===== src/rtl/hex_scan_display.sv =====
// ---------------------------------------------------------------------------
// hex_scan_display
//
// Time-multiplexed driver for DIGITS common-anode seven-segment digits.
// A packed hex word is latched and then shown one digit per refresh slot.
// Leading zero digits can be blanked, and each digit has a decimal point.
// A single all-off anode cycle separates consecutive digits to avoid ghosting.
//
// Parameters
//   DIGITS      : number of scanned digits (1..8); BIN is 4*DIGITS bits wide
//   REFRESH_DIV : clock cycles per digit slot (>= 2)
//   BLANK_LZ    : 1 = blank leading zero digits, 0 = show every digit
//
// Ports
//   Clock  in   system clock, rising-edge active
//   Resetn in   asynchronous active-low reset
//   BIN    in   value to display; nibble i drives digit i (digit 0 = LSD)
//   DP     in   decimal-point request per digit, 1 = lit
//   LOAD   in   latches BIN and DP on a rising edge while high
//   EN     in   1 = display on, 0 = all anodes off (scan keeps running)
//   AN     out  digit select, active-low, at most one bit low
//   SEG    out  segments [0:6] = a..g, active-low, registered
//   SEG_DP out  decimal point, active-low, registered
// ---------------------------------------------------------------------------
module hex_scan_display #(
    parameter int DIGITS      = 4,
    parameter int REFRESH_DIV = 50000,
    parameter bit BLANK_LZ    = 1'b1
) (
    input  logic                  Clock,
    input  logic                  Resetn,
    input  logic [4*DIGITS-1:0]   BIN,
    input  logic [DIGITS-1:0]     DP,
    input  logic                  LOAD,
    input  logic                  EN,
    output logic [DIGITS-1:0]     AN,
    output logic [0:6]            SEG,
    output logic                  SEG_DP
);

    localparam int IW = (DIGITS > 1) ? $clog2(DIGITS) : 1;
    localparam int PW = (REFRESH_DIV > 1) ? $clog2(REFRESH_DIV) : 1;
    localparam logic [PW-1:0] PRESC_MAX = PW'(REFRESH_DIV - 1);
    localparam logic [IW-1:0] IDX_MAX   = IW'(DIGITS - 1);

    // Nibble to active-low a..g pattern (bit 6 = a, bit 0 = g).
    function automatic logic [6:0] hex_to_seg(input logic [3:0] nib);
        logic [6:0] s;
        case (nib)
            4'h0:    s = 7'b0000001;
            4'h1:    s = 7'b1001111;
            4'h2:    s = 7'b0010010;
            4'h3:    s = 7'b0000110;
            4'h4:    s = 7'b1001100;
            4'h5:    s = 7'b0100100;
            4'h6:    s = 7'b0100000;
            4'h7:    s = 7'b0001111;
            4'h8:    s = 7'b0000000;
            4'h9:    s = 7'b0001100;
            4'hA:    s = 7'b0001000;
            4'hB:    s = 7'b1100000;
            4'hC:    s = 7'b0110001;
            4'hD:    s = 7'b1000010;
            4'hE:    s = 7'b0110000;
            4'hF:    s = 7'b0111000;
            default: s = 7'b1111111;
        endcase
        return s;
    endfunction

    logic [PW-1:0]       presc_r;
    logic [IW-1:0]       idx_r;
    logic                gap_r;
    logic                start_r;
    logic [4*DIGITS-1:0] val_r;
    logic [DIGITS-1:0]   dp_r;
    logic [DIGITS-1:0]   an_r;
    logic [0:6]          seg_r;
    logic                seg_dp_r;

    logic                tick_s;
    logic [PW-1:0]       presc_nxt_s;
    logic [IW-1:0]       idx_nxt_s;
    logic [IW+1:0]       shift_s;
    logic [4*DIGITS-1:0] shifted_s;
    logic                blank_s;
    logic                dp_bit_s;
    logic [DIGITS-1:0]   an_digit_s;
    logic [0:6]          seg_nxt_s;
    logic                upd_s;

    // Slot timing, current-digit decode and anode pattern.
    always_comb begin
        tick_s      = (presc_r == PRESC_MAX);
        presc_nxt_s = presc_r + PW'(1);
        idx_nxt_s   = idx_r;
        if (tick_s) begin
            presc_nxt_s = {PW{1'b0}};
            if (idx_r == IDX_MAX) begin
                idx_nxt_s = {IW{1'b0}};
            end else begin
                idx_nxt_s = idx_r + IW'(1);
            end
        end else begin
            idx_nxt_s = idx_r;
        end

        // Shifting the value down by the digit index puts the current
        // nibble at the bottom; the digit is a leading zero exactly when
        // everything from that nibble upward is zero.
        shift_s   = {idx_r, 2'b00};
        shifted_s = val_r >> shift_s;
        blank_s   = BLANK_LZ && (idx_r != {IW{1'b0}}) && (shifted_s == {(4*DIGITS){1'b0}});
        if (blank_s) begin
            seg_nxt_s = 7'b1111111;
        end else begin
            seg_nxt_s = hex_to_seg(shifted_s[3:0]);
        end

        dp_bit_s   = 1'b0;
        an_digit_s = {DIGITS{1'b1}};
        for (int i = 0; i < DIGITS; i++) begin
            dp_bit_s      = dp_bit_s | ((idx_r == IW'(i)) & dp_r[i]);
            an_digit_s[i] = (idx_r != IW'(i));
        end

        // Segments refresh only at a slot start (the gap cycle) so that a
        // LOAD in mid-slot cannot disturb the digit being shown. start_r
        // forces one refresh right after reset for the first slot.
        upd_s = gap_r | start_r;
    end

    // Prescaler, digit index, gap flag and post-reset refresh flag.
    always_ff @(posedge Clock or negedge Resetn) begin
        if (!Resetn) begin
            presc_r <= {PW{1'b0}};
            idx_r   <= {IW{1'b0}};
            gap_r   <= 1'b0;
            start_r <= 1'b1;
        end else begin
            presc_r <= presc_nxt_s;
            idx_r   <= idx_nxt_s;
            gap_r   <= tick_s;
            start_r <= 1'b0;
        end
    end

    // Value and decimal-point latch.
    always_ff @(posedge Clock or negedge Resetn) begin
        if (!Resetn) begin
            val_r <= {(4*DIGITS){1'b0}};
            dp_r  <= {DIGITS{1'b0}};
        end else if (LOAD) begin
            val_r <= BIN;
            dp_r  <= DP;
        end else begin
            val_r <= val_r;
            dp_r  <= dp_r;
        end
    end

    // Registered display outputs; the tick edge blanks the anodes for the gap.
    always_ff @(posedge Clock or negedge Resetn) begin
        if (!Resetn) begin
            an_r     <= {DIGITS{1'b1}};
            seg_r    <= 7'b1111111;
            seg_dp_r <= 1'b1;
        end else begin
            if (tick_s || !EN) begin
                an_r <= {DIGITS{1'b1}};
            end else begin
                an_r <= an_digit_s;
            end
            if (upd_s) begin
                seg_r    <= seg_nxt_s;
                seg_dp_r <= ~dp_bit_s;
            end else begin
                seg_r    <= seg_r;
                seg_dp_r <= seg_dp_r;
            end
        end
    end

    assign AN     = an_r;
    assign SEG    = seg_r;
    assign SEG_DP = seg_dp_r;

    hex_scan_display_chk #(
        .DIGITS (DIGITS)
    ) u_chk (
        .clk    (Clock),
        .rst_n  (Resetn),
        .tick_s (tick_s),
        .upd_s  (upd_s),
        .an     (an_r),
        .seg    (seg_r)
    );

endmodule

// ---------------------------------------------------------------------------
// hex_scan_display_chk
//
// Protocol checks for hex_scan_display: anodes are never more than one-hot
// low, the cycle after a tick is all-off, and segments hold between slot
// starts.
//
// Ports
//   clk, rst_n : clock and asynchronous active-low reset of the display
//   tick_s     : end-of-slot strobe
//   upd_s      : segment refresh strobe
//   an, seg    : registered display outputs
// ---------------------------------------------------------------------------
module hex_scan_display_chk #(
    parameter int DIGITS = 4
) (
    input logic              clk,
    input logic              rst_n,
    input logic              tick_s,
    input logic              upd_s,
    input logic [DIGITS-1:0] an,
    input logic [0:6]        seg
);

    a_an_onehot: assert property (@(posedge clk) disable iff (!rst_n)
        $onehot0(~an));

    a_gap_after_tick: assert property (@(posedge clk) disable iff (!rst_n)
        tick_s |=> (an == {DIGITS{1'b1}}));

    a_seg_hold: assert property (@(posedge clk) disable iff (!rst_n)
        !upd_s |=> $stable(seg));

endmodule


===== config.mk =====
export PLATFORM = sky130hd
export DESIGN_NAME = hex_scan_display
export DESIGN_NICKNAME = d
export VERILOG_FILES = /design/src/rtl/hex_scan_display.sv
export SDC_FILE = /design/constraint.sdc
export NUM_CORES = 1
export LEC_CHECK = 0
export CAP_MARGIN = 20
export CORE_MARGIN = 2
export CORE_UTILIZATION = 49
export DETAILED_ROUTE_END_ITERATION = 6
export GPL_ROUTABILITY_DRIVEN = 0
export HOLD_SLACK_MARGIN = 0.06
export PLACE_DENSITY = 0.74
export SKIP_CTS_REPAIR_TIMING = 1
export SKIP_LAST_GASP = 1
export SYNTH_ARGS = -nofsm -noshare
export SYNTH_HDL_FRONTEND = slang
export SYNTH_HIERARCHICAL = 1
export SYNTH_SLANG_ARGS = --single-unit
export TNS_END_PERCENT = 30

===== constraint.sdc =====
create_clock -name Clock -period 2.8 [get_ports Clock]
set_input_delay 0.56 -clock Clock [delete_from_list [all_inputs] [get_ports Clock]]
set_output_delay 0.56 -clock Clock [all_outputs]
set_load 0.01 [all_outputs]

==> results.md, run 1 <==
Run status:
- The flow ran to the end, and the final reports show no timing, DRC or antenna violations.

Worst setup path:
- The endpoint type of the worst setup path is a flop.
- The startpoint type of the worst setup path is a flop.
- The worst path required time is a little over 3000 ps.
- The critical path is of the flop to flop type.
- The number of cells on the worst reg-to-reg path is 9.
- Of all nets on the critical path, the largest fanout is 6.
- STA puts the critical path data arrival time at roughly 2900 ps.

Global routing:
- Entering global routing, the biggest net connects 29 pins.
- The first global-routing pass estimated 8.480 mm of wire.
- The total global-route track usage is about 18%.
- The via count of the first global-routing pass was 1744.
- The overflow left after global routing is 0.
- The initial antenna violation count is 0.

CTS:
- For the worst-skew pair, the clock arrives at the later sink with an insertion delay of 300 ps.
- The clock edge transition at the registers on the reported setup and hold paths is 100 ps.
- The clock tree synthesis step divided the H-tree into 2 levels.
- The TritonCTS clock tree is built.
- The number of clock sinks seen by CTS is 52.
- In this run, CTS created clock tree buffers numbering 5.
- Clock tree synthesis selected as its root buffer the cell sky130_fd_sc_hd__clkbuf_8.
- No sink is reached through more buffers than the 2 on the longest clock path.

Route:
- The detailed-route via count is between 1500 and 2000.
- The number of nets with antenna violations after detailed routing is 0.
- The detail-routed net length per standard cell is between 10 and 15 µm.
- The wire length reported by the detailed router is between 5 and 6 mm.
- The first-iteration detailed-routing DRC count is roughly 180.
- Before antenna repair, the detailed router went through 4 iterations.
- Dividing the detail-routed via count by the number of cells gives 5.413.
- For this run, design rule violations remaining after detail routing come to 0.

Layout:
- After the last flow step, the layout net total stands at between 300 and 400.
- Leaving out fill and tap cells, the most frequent cell in the layout is sky130_fd_sc_hd__dfrtp_1.
- After filler insertion, the fill cell instance count of the layout stands at 438.
- The diode insertion count for antenna repair is 0.
- For this run, the share of the core covered by cells in the final layout is approximately three fifths.
- In the layout the commonest cells are sky130_fd_sc_hd__dfrtp_1, sky130_fd_sc_hd__clkdlybuf4s50_1, sky130_fd_sc_hd__nor2_1, sky130_fd_sc_hd__nand2_1, sky130_fd_sc_hd__mux2_2.
- Summing all multi-input logic gate instances after layout gives roughly 1100 µm².
- The post-route netlist has 21.03% of its cells at a drive strength greater than 1.
- Registers take 1318 µm².
- The post-route cell area is around 3100 µm².
- The growth of design area from synthesis to finish is 22.40%.

Job:
- The number of max-cap violations is 0.

Yosys:
- A synthesized cell averages roughly 11 µm².
- The post-synthesis net count is 262.
- The largest total area in the synthesized netlist belongs to sky130_fd_sc_hd__dfrtp_1.
- The mapped cell area is around 2600 µm².
- The count of state elements after synthesis is 52.
- The top cell type's share of synthesized area is 38.14%.
- The part of the Yosys area used for sequential elements is around half.
- After synthesis, the cell types taking the most area are sky130_fd_sc_hd__dfrtp_1, sky130_fd_sc_hd__dfstp_2, sky130_fd_sc_hd__mux2_2.
- Among all flip-flop cells after synthesis, the most frequent one is sky130_fd_sc_hd__dfrtp_1.
- The count of distinct cell types in the synthesized netlist is 45.
- Counting flops with a built-in enable in the synthesized netlist gives 0.
- The synthesized instance count is roughly 230.
- The fraction of synthesis flops using an asynchronous set or reset pin is 100.0%.
- The number of warnings printed during yosys synthesis is 6.

Power:
- Power comes to roughly 1.6 mW.
- For this design the static power due to leakage is 1.306 nW.
- Across the VDD grid, the largest voltage drop is around 0.32 mV.
- Power spread over the standard cell area amounts to between 500 and 600 nW/µm².

STA:
- The transition at the pin with the smallest max-transition slack is between 700 and 800 ps.
- The number of pins exceeding their max-slew limit in the final report was 0.
- The worst slew margin relative to its limit is between 50% and 60%.
- The setup-violating endpoint count in the final report is 0.
- After layout, the minimum clock period comes to between 2000 and 3000 ps.
- The total negative setup slack is 0 ps.
- For the final database, setup skew stands at 14.47 ps.
- The number of hold violations in the final report came to 0.
- The maximum clock rate is between 300 and 400 MHz.
- The fraction of the cycle the final worst path needs is 95.16%.
- The final-layout worst hold slack is 104.5 ps.

Floorplan:
- The floorplan step set the die height to 76.26 µm.
- For this configuration, the core starts out at a cell density of 50.42%.
- The number of rows created at floorplan is 26.
- The die covers between 5000 and 6000 µm².
- The count of boundary I/O pins is 36.
- The die width is 76.26 µm.
- The total core area is about 5100 µm².

Place:
- The count of buffers added on input and output ports is 35.
- Once placement finished, the instance area stood at 2988 µm².
- The wire-length estimate of the detail-placed layout is 3.628 mm.

Worst hold path:
- The path type of the worst min-delay path is primary input to asynchronous set/reset pin.
## cell families after synthesis
kind of cell	Yosys count	synth area share [%]
and+or+nand+nor	78	15.26
DFF	52	51.49
AOI/OAI and AO/OA	28	7.482
muxes	23	11.98
buffers and inverters	22	3.961
xor gates and xnor gates	14	4.792
adders and majority gates	10	4.890
other	1	0.1466
## routing by layer
metal  GRT usage (%)  up-vias  routed length [µm]
li1                -      883                   -
met1           27.31      904                2535
met2           26.55       57                2264
met3           3.318        2                 203
met4           4.909        0                  40
met5               0        -                   0
## state kept, by name, summed over array words and instances (netlist names)
name / flops
idx_r: 2
start_r: 1
dp_r: 4
AN: 4
SEG_DP: 1
gap_r: 1
presc_r: 16
SEG: 7
val_r: 16
## critical path: stages, from the launching register on
cell	delay, ps
sky130_fd_sc_hd__dfrtp_1	390
sky130_fd_sc_hd__mux4_1	660
sky130_fd_sc_hd__inv_1	150
sky130_fd_sc_hd__ha_1	180
sky130_fd_sc_hd__inv_1	60
sky130_fd_sc_hd__or4_1	520
sky130_fd_sc_hd__a211oi_4	300
sky130_fd_sc_hd__buf_4	170
sky130_fd_sc_hd__a221oi_1	40
sky130_fd_sc_hd__o21ai_1	120
## power by group
part           total, mW  internal, mW  switching [mW]
Sequential         0.848         0.813          0.0353
Combinational      0.241         0.133           0.108
Clock              0.539         0.292           0.246
Total               1.63          1.24           0.390
## area by class of cell
cell class              instances  area share [%]
repair buffers                 43           12.94
well taps                      70           2.797
flip-flops and latches         52           42.07
clock inverters                 2           1.239
inverters                      14           1.678
clock buffers                   6           2.637
multi-input cells             154           36.64
## worst paths after layout
| kind | startpoint | end | slack [ps] |
|---|---|---|---|
| worst max-delay path | idx_r[0]$_DFFE_PN0P_ | SEG[2]$_DFFE_PN1P_ | 140 |
| worst min-delay path | Resetn | presc_r[14]$_DFF_PN0_ | 100 |
| worst max register to register | idx_r[0]$_DFFE_PN0P_ | SEG[2]$_DFFE_PN1P_ | 140 |
| worst min register to register | SEG_DP$_DFFE_PN1P_ | SEG_DP$_DFFE_PN1P_ | 450 |
| max in group asynchronous | Resetn | start_r$_DFF_PN1_ | 2030 |
| min in group Clock | SEG_DP$_DFFE_PN1P_ | SEG_DP$_DFFE_PN1P_ | 450 |
## synthesized netlist by cell type (3+ instances only)
cell type                 instances
sky130_fd_sc_hd__dfrtp_1         39
sky130_fd_sc_hd__nor2_1          22
sky130_fd_sc_hd__nand2_1         19
sky130_fd_sc_hd__mux2_2          18
sky130_fd_sc_hd__inv_1           14
sky130_fd_sc_hd__dfstp_2         13
sky130_fd_sc_hd__ha_1            10
sky130_fd_sc_hd__nand3_1          9
sky130_fd_sc_hd__xnor2_1          8
sky130_fd_sc_hd__o21ai_0          7
sky130_fd_sc_hd__xor2_1           6
sky130_fd_sc_hd__nor4_1           5
sky130_fd_sc_hd__a21oi_1          4
sky130_fd_sc_hd__nor3_1           4
sky130_fd_sc_hd__a31oi_1          3
sky130_fd_sc_hd__buf_2            3
sky130_fd_sc_hd__mux4_2           3
sky130_fd_sc_hd__nand4_1          3
sky130_fd_sc_hd__nor2b_1          3
sky130_fd_sc_hd__nor3b_1          3
## stage by stage
step	setup WS, ps	cells
after floorplan	213.7	228
after global placement	221.0	331
after detailed placement	72.23	331
after CTS	31.61	339
after global routing	-33.06	341
final	135.4	341
(Power assumes the default switching activity.)
==> run 2: changes to the inputs <==
--- a/config.mk
+++ b/config.mk
@@ -6,7 +6,7 @@
 export NUM_CORES = 1
 export LEC_CHECK = 0
 export CAP_MARGIN = 20
-export CORE_MARGIN = 2
+export CORE_MARGIN = 8
 export CORE_UTILIZATION = 49
 export DETAILED_ROUTE_END_ITERATION = 6
 export GPL_ROUTABILITY_DRIVEN = 0
==> run 2 against run 1 <==
  * Combinational power about the same
  * Largest power group unchanged
  * Largest cell class unchanged
  * Clock skew down 0.88 ps
  * Critical endpoint is now SEG[6]$_DFFE_PN1P_
  * First-iteration DRC count down 55%
  * Count of clock-buffer cells in the layout up 1
==> results.md, run 2 (synthesized netlist as in run 1, its figures left out) <==
Route:
- The detailed router finished its first iteration with ~80 violations.
- The detailed-route via count is roughly 1800.
- In the routed design, unresolved DRC markers number 0.
- The wire length reported by the detailed router is between 5 and 6 mm.
- The per-cell via count in the routed design is approximately 5.4.
- The iteration count of the initial detailed-routing pass is 4.
- The number of nets with antenna violations after detailed routing is 0.
- The detail-routed net length per standard cell is 15.48 µm.

Power:
- The total leakage power is around 1.3 nW.
- The power density relative to cell area is about 530 nW/µm².
- The maximum VDD drop is about 0.32 mV.

Floorplan:
- The count of boundary I/O pins is 36.
- The core region is 5075 µm².
- The die width is just under 90 µm.
- The vertical extent of the die is approximately 88 µm.
- Once the floorplan was initialized, standard cells occupied about half of the core.
- The floorplan step defined a die boundary enclosing approximately 7800 µm².
- The number of rows created at floorplan is 26.

STA:
- The transition at the pin with the smallest max-transition slack is 631.2 ps.
- The time the final worst path needs with I/O delays and setup is about 2700 ps.
- The number of hold violations in the final report was 0.
- The setup-violating endpoint count in the final report is 0.
- The worst-case clock skew is 13.59 ps.
- The number of pins exceeding their max-slew limit in the final report is 0.
- The fraction of the cycle the final worst path needs is roughly 95%.
- The worst pin sits at a relative slew slack of between 50 and 60%.
- Based on the critical path, the design can be clocked at up to 374.6 MHz.

CTS:
- The number of clock sinks seen by CTS is 52.
- The clock latency on the worst-skew pair is between 300 and 400 ps.
- Clock-pin slew was measured on the worst setup and hold paths at about 100 ps.
- Clock tree synthesis selected as its root buffer the cell sky130_fd_sc_hd__clkbuf_8.
- The number of clock buffers inserted by TritonCTS is 5.
- TritonCTS built the clock tree.
- The buffer depth of the longest clock path is 2.
- The total number of H-tree levels is 2.

Worst setup path:
- STA classifies the critical path startpoint as a flop.
- STA classifies the critical path endpoint as a flop.
- The category of the most critical setup path is flop to flop.
- Data on the critical path is required at its endpoint by 3040 ps.
- Data on the critical path arrives at its endpoint at between 2000 and 3000 ps.
- Of all nets on the critical path, the largest fanout is 5.

Job:
- The tool flagged a number of max-cap violations equal to 0.

Layout:
- After routing the design area is approximately 3100 µm².
- From synthesis to final layout, the design area changed by 22.30%.
- Fill cells in the final layout number approximately 440.
- The post-layout net count is between 300 and 400.
- Leaving out filler cells and counting taps, the final layout contains between 300 and 400.
- The fraction of final layout cells sized beyond drive strength 1 is 20.74%.
- The library cell used most frequently in the layout, excluding fill and tap cells, is sky130_fd_sc_hd__dfrtp_1.
- The repair_antennas step left the layout with diodes totalling 0.
- In the layout the commonest cells are sky130_fd_sc_hd__dfrtp_1, sky130_fd_sc_hd__clkdlybuf4s50_1, sky130_fd_sc_hd__nor2_1, sky130_fd_sc_hd__nand2_1, sky130_fd_sc_hd__mux2_2.

Global routing:
- The total global-route track usage is 14.37%.
- The maximum number of pins on one net before global-route repair is 53.
- The via count of the first global-routing pass came to 1815.
- The overflow left after global routing is 0.
- The initial antenna violation count is 0.
- The global-route wire length before repair is 8.659 mm.

Run status:
- The run finished with clean final reports.

Worst hold path:
- The path type of the worst min-delay path is primary input to asynchronous set/reset pin.

Place:
- The port buffer count is 35.
- The standard cell area after detailed placement is 2980 µm².
- The total instance count after detailed placement is 330.
- The half-perimeter wire length of the detailed placement result is between 3 and 4 mm.
[run 2: cell count changes in the layout (fill, tap and decap cells not counted)]
cell and delta:
sky130_fd_sc_hd__clkinv_4 -1, sky130_fd_sc_hd__clkbuf_8 +1, sky130_fd_sc_hd__buf_4 -1
[run 2: final cells by class]
cell class	count	area (µm²)	area share [%]
timing repair buffer	42	397.9	12.71
clock buffer	7	96.34	3.079
tap	70	87.58	2.799
clock inverter	1	30.03	0.9596
inverter	14	52.55	1.679
sequential	52	1318	42.10
multi-input combinational	154	1147	36.67
[run 2: worst paths after layout]
check                                     start              endpoint  slack (ps)  cells after the start
max in group asynchronous                Resetn  val_r[5]$_DFFE_PN0P_        2020                      2
setup / recovery           idx_r[0]$_DFFE_PN0P_    SEG[6]$_DFFE_PN1P_         130                      9
hold / removal                           Resetn  presc_r[0]$_DFF_PN0_         350                      2
hold reg to reg              SEG_DP$_DFFE_PN1P_    SEG_DP$_DFFE_PN1P_         460                      2
min in group Clock           SEG_DP$_DFFE_PN1P_    SEG_DP$_DFFE_PN1P_         460                      2
setup reg to reg           idx_r[0]$_DFFE_PN0P_    SEG[6]$_DFFE_PN1P_         130                      9
[run 2: routing by layer]
layer | up-vias | track usage [%] | share of wire, %
met3 | 13 | 2.971 | 5.2
li1 | 874 | - | -
met5 | - | 0 | 0
met2 | 55 | 21.11 | 46
met1 | 888 | 19.46 | 46
met4 | 0 | 7.527 | 2.5
[run 2: where the power goes]
group          internal, mW  leakage [nW]  total, mW  switching, mW
clock                 0.315        0.0645      0.553          0.237
sequential            0.813         0.622      0.849         0.0363
combinational         0.132         0.618      0.242          0.109
[run 2: stage by stage]
stage | power [mW] | hold slack (ps) | setup WS [ps] | setup TNS (ps) | utilization [%]
finish | 1.644 | 352.1 | 130.4 | 0 | 61.66
floorplan | 0.9862 | 264.4 | 213.7 | 0 | -
global route | 1.719 | 408.7 | -13.06 | -13.06 | 61.66
detailed placement | 1.104 | 448.8 | 66.30 | 0 | 58.73
CTS | 1.660 | 376.6 | 23.38 | 0 | 61.22
global placement | 1.096 | 441.2 | 219.6 | 0 | 58.73
[run 2: worst max-delay path, stage by stage, from the launching register on]
cell	delay [ps]
sky130_fd_sc_hd__dfrtp_1	370
sky130_fd_sc_hd__mux4_1	650
sky130_fd_sc_hd__inv_1	150
sky130_fd_sc_hd__ha_1	190
sky130_fd_sc_hd__inv_1	60
sky130_fd_sc_hd__or4_1	530
sky130_fd_sc_hd__a211oi_4	250
sky130_fd_sc_hd__buf_4	170
sky130_fd_sc_hd__a221oi_1	60
sky130_fd_sc_hd__o21ai_1	160
